[src/rtl/ifetch_if.sv]
// Fetch-unit bundle: controller strobes, instruction-memory read port and instruction output.
// master = fetch unit, slave = controller/memory side.
interface ifetch_if #(
  parameter int ADDR_W = 16
);
  logic              fetch;
  logic              jmp;
  logic [ADDR_W-1:0] jmp_addr;
  logic              mem_req;
  logic [ADDR_W-1:0] mem_addr;
  logic              mem_ack;
  logic [7:0]        mem_data;
  logic [7:0]        instr;
  logic              instr_valid;
  logic [ADDR_W-1:0] pc;

  modport master (
    input  fetch, jmp, jmp_addr, mem_ack, mem_data,
    output mem_req, mem_addr, instr, instr_valid, pc
  );

  modport slave (
    output fetch, jmp, jmp_addr, mem_ack, mem_data,
    input  mem_req, mem_addr, instr, instr_valid, pc
  );
endinterface

[src/rtl/ifetch.sv]
// Byte instruction fetcher: IDLE/REQ/FLUSH FSM, one read outstanding, head valid the cycle after capture; stalls when the buffer is full.
// `IFETCH_PREFETCH_EN selects a 2-entry prefetch FIFO; otherwise a single instruction register.
module ifetch #(
  parameter int ADDR_W = 16
) (
  input logic      clk,
  input logic      rst,
  ifetch_if.master bus
);

  typedef enum logic [1:0] {IDLE, REQ, FLUSH} state_t;

`ifdef IFETCH_PREFETCH_EN
  localparam logic [1:0] CAP = 2'd2;
`else
  localparam logic [1:0] CAP = 2'd1;
`endif

  state_t            state_q, state_d;
  logic [ADDR_W-1:0] pc_q, pc_d;
  logic [ADDR_W-1:0] flush_addr_q;
  logic [1:0]        cnt_q;
  logic [1:0]        cnt_after_pop;
  logic              pop;
  logic              push;
  logic              redirect;
  logic [7:0]        head;

  assign redirect      = bus.jmp;
  assign pop           = bus.fetch && (cnt_q != 2'd0) && !bus.jmp;
  assign cnt_after_pop = cnt_q - {1'b0, pop};

  always_ff @(posedge clk or posedge rst) begin
    if (rst) begin
      state_q <= IDLE;
    end else begin
      state_q <= state_d;
    end
  end

  always_comb begin
    state_d = state_q;
    pc_d    = pc_q;
    push    = 1'b0;
    unique case (state_q)
      IDLE: begin
        if (bus.jmp) begin
          pc_d    = bus.jmp_addr;
          state_d = REQ;
        end else if (cnt_after_pop < CAP) begin
          state_d = REQ;
        end
      end
      REQ: begin
        if (bus.jmp) begin
          // A response landing with the redirect is stale; otherwise drain it in FLUSH.
          pc_d    = bus.jmp_addr;
          state_d = bus.mem_ack ? REQ : FLUSH;
        end else if (bus.mem_ack) begin
          push    = 1'b1;
          pc_d    = pc_q + ADDR_W'(1);
          state_d = ((cnt_after_pop + 2'd1) < CAP) ? REQ : IDLE;
        end
      end
      FLUSH: begin
        if (bus.jmp) begin
          pc_d = bus.jmp_addr;
        end
        if (bus.mem_ack) begin
          state_d = REQ;
        end
      end
      default: state_d = IDLE;
    endcase
  end

  always_ff @(posedge clk or posedge rst) begin
    if (rst) begin
      pc_q         <= '0;
      flush_addr_q <= '0;
    end else begin
      pc_q <= pc_d;
      // Keeps the outstanding address on the bus after pc has been redirected.
      if (state_q == REQ) begin
        flush_addr_q <= pc_q;
      end
    end
  end

  always_ff @(posedge clk or posedge rst) begin
    if (rst) begin
      cnt_q <= 2'd0;
    end else if (redirect) begin
      cnt_q <= 2'd0;
    end else begin
      cnt_q <= cnt_q + {1'b0, push} - {1'b0, pop};
    end
  end

`ifdef IFETCH_PREFETCH_EN
  logic [7:0] buf0_q, buf1_q;

  always_ff @(posedge clk or posedge rst) begin
    if (rst) begin
      buf0_q <= 8'h00;
      buf1_q <= 8'h00;
    end else if (!redirect) begin
      if (pop) begin
        buf0_q <= (push && cnt_q == 2'd1) ? bus.mem_data : buf1_q;
        if (push && cnt_q == 2'd2) begin
          buf1_q <= bus.mem_data;
        end
      end else if (push) begin
        if (cnt_q == 2'd0) begin
          buf0_q <= bus.mem_data;
        end else begin
          buf1_q <= bus.mem_data;
        end
      end
    end
  end

  assign head = buf0_q;
`else
  logic [7:0] buf0_q;

  always_ff @(posedge clk or posedge rst) begin
    if (rst) begin
      buf0_q <= 8'h00;
    end else if (push) begin
      buf0_q <= bus.mem_data;
    end
  end

  assign head = buf0_q;
`endif

  assign bus.mem_req     = (state_q != IDLE);
  assign bus.mem_addr    = (state_q == FLUSH) ? flush_addr_q : pc_q;
  assign bus.instr       = head;
  assign bus.instr_valid = (cnt_q != 2'd0);
  assign bus.pc          = pc_q;

endmodule

[src/flat_wrapper.sv]
// flat-port wrapper written by rule: the top's interface ports become plain ports
module ifetch_flat 
#(
  parameter int ADDR_W = 16
)
  (clk, rst, bus_fetch, bus_jmp, bus_jmp_addr, bus_mem_ack, bus_mem_data, bus_mem_req, bus_mem_addr, bus_instr, bus_instr_valid, bus_pc);
  ifetch_if #(.ADDR_W(ADDR_W)) bus_i ();
  input logic clk;
  input logic rst;
  input wire logic [$bits(bus_i.fetch)-1:0] bus_fetch;
  input wire logic [$bits(bus_i.jmp)-1:0] bus_jmp;
  input wire logic [$bits(bus_i.jmp_addr)-1:0] bus_jmp_addr;
  input wire logic [$bits(bus_i.mem_ack)-1:0] bus_mem_ack;
  input wire logic [$bits(bus_i.mem_data)-1:0] bus_mem_data;
  output wire logic [$bits(bus_i.mem_req)-1:0] bus_mem_req;
  output wire logic [$bits(bus_i.mem_addr)-1:0] bus_mem_addr;
  output wire logic [$bits(bus_i.instr)-1:0] bus_instr;
  output wire logic [$bits(bus_i.instr_valid)-1:0] bus_instr_valid;
  output wire logic [$bits(bus_i.pc)-1:0] bus_pc;
  assign bus_i.fetch = bus_fetch;
  assign bus_i.jmp = bus_jmp;
  assign bus_i.jmp_addr = bus_jmp_addr;
  assign bus_i.mem_ack = bus_mem_ack;
  assign bus_i.mem_data = bus_mem_data;
  assign bus_mem_req = bus_i.mem_req;
  assign bus_mem_addr = bus_i.mem_addr;
  assign bus_instr = bus_i.instr;
  assign bus_instr_valid = bus_i.instr_valid;
  assign bus_pc = bus_i.pc;
  ifetch #(.ADDR_W(ADDR_W)) u_core (.clk(clk), .rst(rst), .bus(bus_i));
endmodule
[config.mk]
export PLATFORM = sky130hd
export DESIGN_NAME = ifetch_flat
export DESIGN_NICKNAME = d
export VERILOG_FILES = /design/src/rtl/ifetch_if.sv /design/src/rtl/ifetch.sv /design/src/flat_wrapper.sv
export SDC_FILE = /design/constraint.sdc
export NUM_CORES = 1
export LEC_CHECK = 0
export CAP_MARGIN = 10
export CORE_UTILIZATION = 25
export CTS_CLUSTER_SIZE = 25
export DETAILED_ROUTE_END_ITERATION = 8
export GPL_TIMING_DRIVEN = 0
export PLACE_DENSITY = 0.44
export SYNTH_ARGS = -nofsm -noshare
export SYNTH_HDL_FRONTEND = slang
export SYNTH_SLANG_ARGS = --single-unit
[constraint.sdc]
create_clock -name clk -period 1.96 [get_ports clk]
set_input_delay 0.294 -clock clk [delete_from_list [all_inputs] [get_ports clk]]
set_output_delay 0.294 -clock clk [all_outputs]
set_load 0.01 [all_outputs]
==> qor.tcl <==
set qor(ant_nets) 0
set qor(power.combinational.fraction_pct) 54.3
set qor(first_pass_grt_wire_length_um) 10800
set qor(cp_data_arrival_time_ps) 2060
set qor(min_path_type) {in -> async}
set qor(numCtsBuffers) 5
set qor(cts_buffer_depth) 2
set qor(ctsHoldBuffers) 0
set qor(placement.setup.worst_slack_ps) -574
set qor(power.ir.vdd_worst_mv) 0.572
set qor(reg_power_share_pct) 34.4
set qor(final_layout_size_suffix_gt1_share_pct) 31.4
set qor(synthAdderAreaFrac_pct) 1.57
set qor(wl_per_cell_um) 15.2
set qor(regToRegEndpoint) {u_core.state_q[0]$_DFFE_PP0P_}
set qor(clk_root_buffer_cell) {clkbuf_8}
set qor(pin_count) 71
set qor(intPower_w) 0.00329
set qor(worst_path_dominant_cell_family) {compound AO/OA/AOI/OAI gates}
set qor(postLayoutSetupSlackWorst_ps) 70.7
set qor(synth_seq_cells) 44
set qor(synth.area.mux_share_pct) 19.7
set qor(post_drt_via_cell_ratio) 4.64
set qor(chipWidth_um) 99.8
set qor(clock_latency_ps) 300
set qor(synth_xor_xnor_area_share_pct) 0.733
set qor(synth_edf_count) 0
set qor(crit_top_cell) {o21ai_0}
set qor(critical_path.startpoint_type) {flop}
set qor(worst_path_max_delay_cell) {dfrtp_1}
set qor(power_per_cell_area_nw_per_um2) 1530
set qor(initial_utilization_pct) 25.9
set qor(class_of_the_most_critical_setup_path) {reg -> reg}
set qor(synth_sequential_area_ratio_pct) 46.1
set qor(portBuffers) 70
set qor(fp.dieArea_sq_um) 9950
set qor(antenna_cells_inserted) 0
set qor(async_reset_ff_share_pct) 100
set qor(finalNetCount) 337
set qor(regToRegSetupSlack_ps) 70
set qor(synthesis.area_sq_um) 2390
set qor(worst_rel_slew_slack_pct) 62.9
set qor(mappedNetlistNets) 253
set qor(synth_flop_cell) {dfrtp_1}
set qor(yosys.cell_types.count) 41
set qor(antenna_found_initial) 0
set qor(critical_path.reg2reg.startpoint) {u_core.cnt_q[1]$_DFF_PP0_}
set qor(cts.sink_count) 44
set qor(finalHoldViolCount) 0
set qor(gp_routability_congestion) 0.754
set qor(worst_ep_required_time_ps) 2130
set qor(remaining_drc_errors) 0
set qor(grt_setup_unrepaired) {false}
set qor(yosysWarningCount) 0
set qor(clkPwrFrac_pct) 11.3
set qor(worst-slew-pin-transition_ps) 557
set qor(syn_to_final_growth_pct) 43.4
set qor(skew_ps) 10.1
set qor(synth_compound_gate_area_share_pct) 12.9
set qor(detailedPlacementHpwl_um) 4580
set qor(yosys.area_share.simple_pct) 14.4
set qor(critical_path.cell_chain) {or2_2 -> and3b_1 -> ha_1 -> xnor2_2 -> o21ai_0 -> a222oi_1 -> o21ai_0}
set qor(slew_viol_final) 0
set qor(path_buf_inv) 0
set qor(first_global_vias) 2085
set qor(fin_util_pct) 37.1
set qor(reg2regPathDepth) 7
set qor(synth_top_family_by_area) {multiplexers}
set qor(fin_crit_ps) 1890
set qor(wl_um) 6620
set qor(max_freq_ghz) 0.529
set qor(netlist_instances) 221
set qor(endpoint_kind) {flop}
set qor(drt_first_iter_violations) 65
set qor(total_leakage_power_nw) 1.41
set qor(tritoncts) {built}
set qor(p_sw_w) 0.00196
set qor(grt_overflow_total) 0
set qor(path_clk_slew_ps) 90
set qor(grt_start_max_net_pins) 28
set qor(timing.final.setup_violations) 0
set qor(placement_rows) 35
set qor(design.core.area_sq_um) 9240
set qor(numPlacedInstances) 421
set qor(layoutNonFillerInstCount) 435
set qor(firstDrtPassIters) 4
set qor(grt.total_usage_pct) 14.0
set qor(status) {finished clean}
set qor(post_synth.cell_area_avg_sq_um) 10.8
set qor(min_period_over_period_pct) 96.4
set qor(fp.dieH_um) 99.8
set qor(power.switching_fraction_pct) 37.4
set qor(drv_cap) 0
set qor(route.vias.total) 2018
set qor(worst_path_largest_cell_delay_ps) 390
set qor(crit_path_max_fanout) 3
set qor(ctsHtreeMaxLevel) 2
==> what timing repair did <==
action	in CTS	in global routing
gates resized for setup	80	5
endpoints found under the setup margin	18	19
setup buffers	3	4
pin swaps	0	1
==> worst register-to-register path, delay by kind of cell, from the launching register on <==
kind	cells	cell delay, ps
flip-flops	1	390
AND/OR/NAND/NOR	2	480
AO/OA/AOI/OAI	3	490
XOR/XNOR	1	200
adder cells (fa/ha/maj)	1	200
==> metrics by stage <==
step | total power, W | hold WS, ps | TNS (ps) | area (sq um)
floorplan | 0.00333 | 357 | 0 | 2390
global placement | 0.00469 | 483 | -29310 | 3250
detailed placement | 0.00471 | 493 | -10090 | 3270
CTS | 0.00531 | 319 | -54.9 | 3400
global route | 0.00567 | 346 | 0 | 3430
finish | 0.00525 | 310 | 0 | 3430
==> layout by cell type (no fill, tap or decap), types with 3 or more instances in the layout <==
master           count
buf_4                5
nand3_1              7
nand2_1             17
dfrtp_1             42
inv_1                3
clkdlybuf4s50_1     54
and4_1               3
clkbuf_1             4
buf_6                6
nand4_1              5
buf_2               22
a2bb2oi_1            7
clkbuf_8             6
a21oi_1             19
o21ai_0              8
ha_1                 3
nor2_1               5
o22ai_1              8
buf_12               4
mux2_4               3
mux2_2              37
nand2b_1             4
==> routing by layer <==
metal | global-route usage, % | part of all wire (%) | vias up
met5 | 0 | 0 | -
met4 | 3.05 | 0.76 | 0
met3 | 3.34 | 5.2 | 5
met2 | 21.5 | 45 | 51
met1 | 19.8 | 49 | 978
li1 | - | - | 984
==> power by group through the flow <==
stage / sequential (W) / clock, W / combinational (W)
after floorplan: 0.00180 / 0 / 0.00153
after global placement: 0.00179 / 0 / 0.00289
after detailed placement: 0.00181 / 0 / 0.00290
after CTS: 0.00180 / 0.000626 / 0.00288
after global routing: 0.00191 / 0.000654 / 0.00311
final: 0.00181 / 0.000596 / 0.00285
==> sequential cells by signal, summed over array words and instances, names as in the netlist <==
name / cells
u_core.flush_addr_q: 16
u_core.cnt_q: 2
u_core.state_q: 2
u_core.bus.instr: 8
u_core.bus.pc: 16
==> area by class of cell <==
class,instances,area [sq um]
well taps,129,161
fillers,951,5810
repair buffers,78,737
multi-input cells,156,1200
clock buffers,8,90.1
plain buffers,16,114
inverters,4,15.0
flip-flops and latches,44,1100
==> kinds of logic (layout without fill, tap and decap cells) <==
| kind of cell | after synthesis | in the layout |
|---|---|---|
| and+or+nand+nor | 59 | 59 |
| AOI/OAI and AO/OA | 50 | 50 |
| DFF | 44 | 44 |
| muxes | 42 | 42 |
| buffers and inverters | 21 | 106 |
| adders and majority gates | 3 | 3 |
| xor gates and xnor gates | 2 | 2 |
==> cells in the mapped netlist, types with 3 or more instances <==
| master | instances | area (sq um) |
|---|---|---|
| buf_2 | 10 | 50.1 |
| clkbuf_1 | 4 | 15.0 |
| nand2_1 | 17 | 63.8 |
| a2bb2oi_1 | 7 | 61.3 |
| o22ai_1 | 8 | 50.1 |
| nand3_1 | 7 | 35.0 |
| a21oi_1 | 19 | 95.1 |
| dfrtp_1 | 44 | 1100 |
| nand2b_1 | 5 | 31.3 |
| mux2_1 | 3 | 33.8 |
| ha_1 | 3 | 37.5 |
| mux2_2 | 37 | 417 |
| inv_1 | 4 | 15.0 |
| nand4_1 | 5 | 31.3 |
| nor2_1 | 5 | 18.8 |
| o21ai_0 | 8 | 40.0 |
| and4_1 | 3 | 26.3 |
==> worst max path at each step <==
stage / from / slack, ps / end / cells after the start
2_1_floorplan: u_core.cnt_q[1]$_DFF_PP0_ / 110 / u_core.state_q[0]$_DFFE_PP0P_ / 7
3_3_place_gp: u_core.state_q[0]$_DFFE_PP0P_ / -570 / bus_mem_addr[11] / 6
3_5_place_dp: u_core.state_q[0]$_DFFE_PP0P_ / -570 / bus_mem_addr[11] / 6
4_1_cts: u_core.state_q[0]$_DFFE_PP0P_ / -20 / bus_mem_addr[8] / 6
5_1_grt: bus_jmp / 0.4 / u_core.state_q[0]$_DFFE_PP0P_ / 8
6_report: u_core.cnt_q[1]$_DFF_PP0_ / 70 / u_core.state_q[0]$_DFFE_PP0P_ / 7
(Power assumes the default switching activity.)
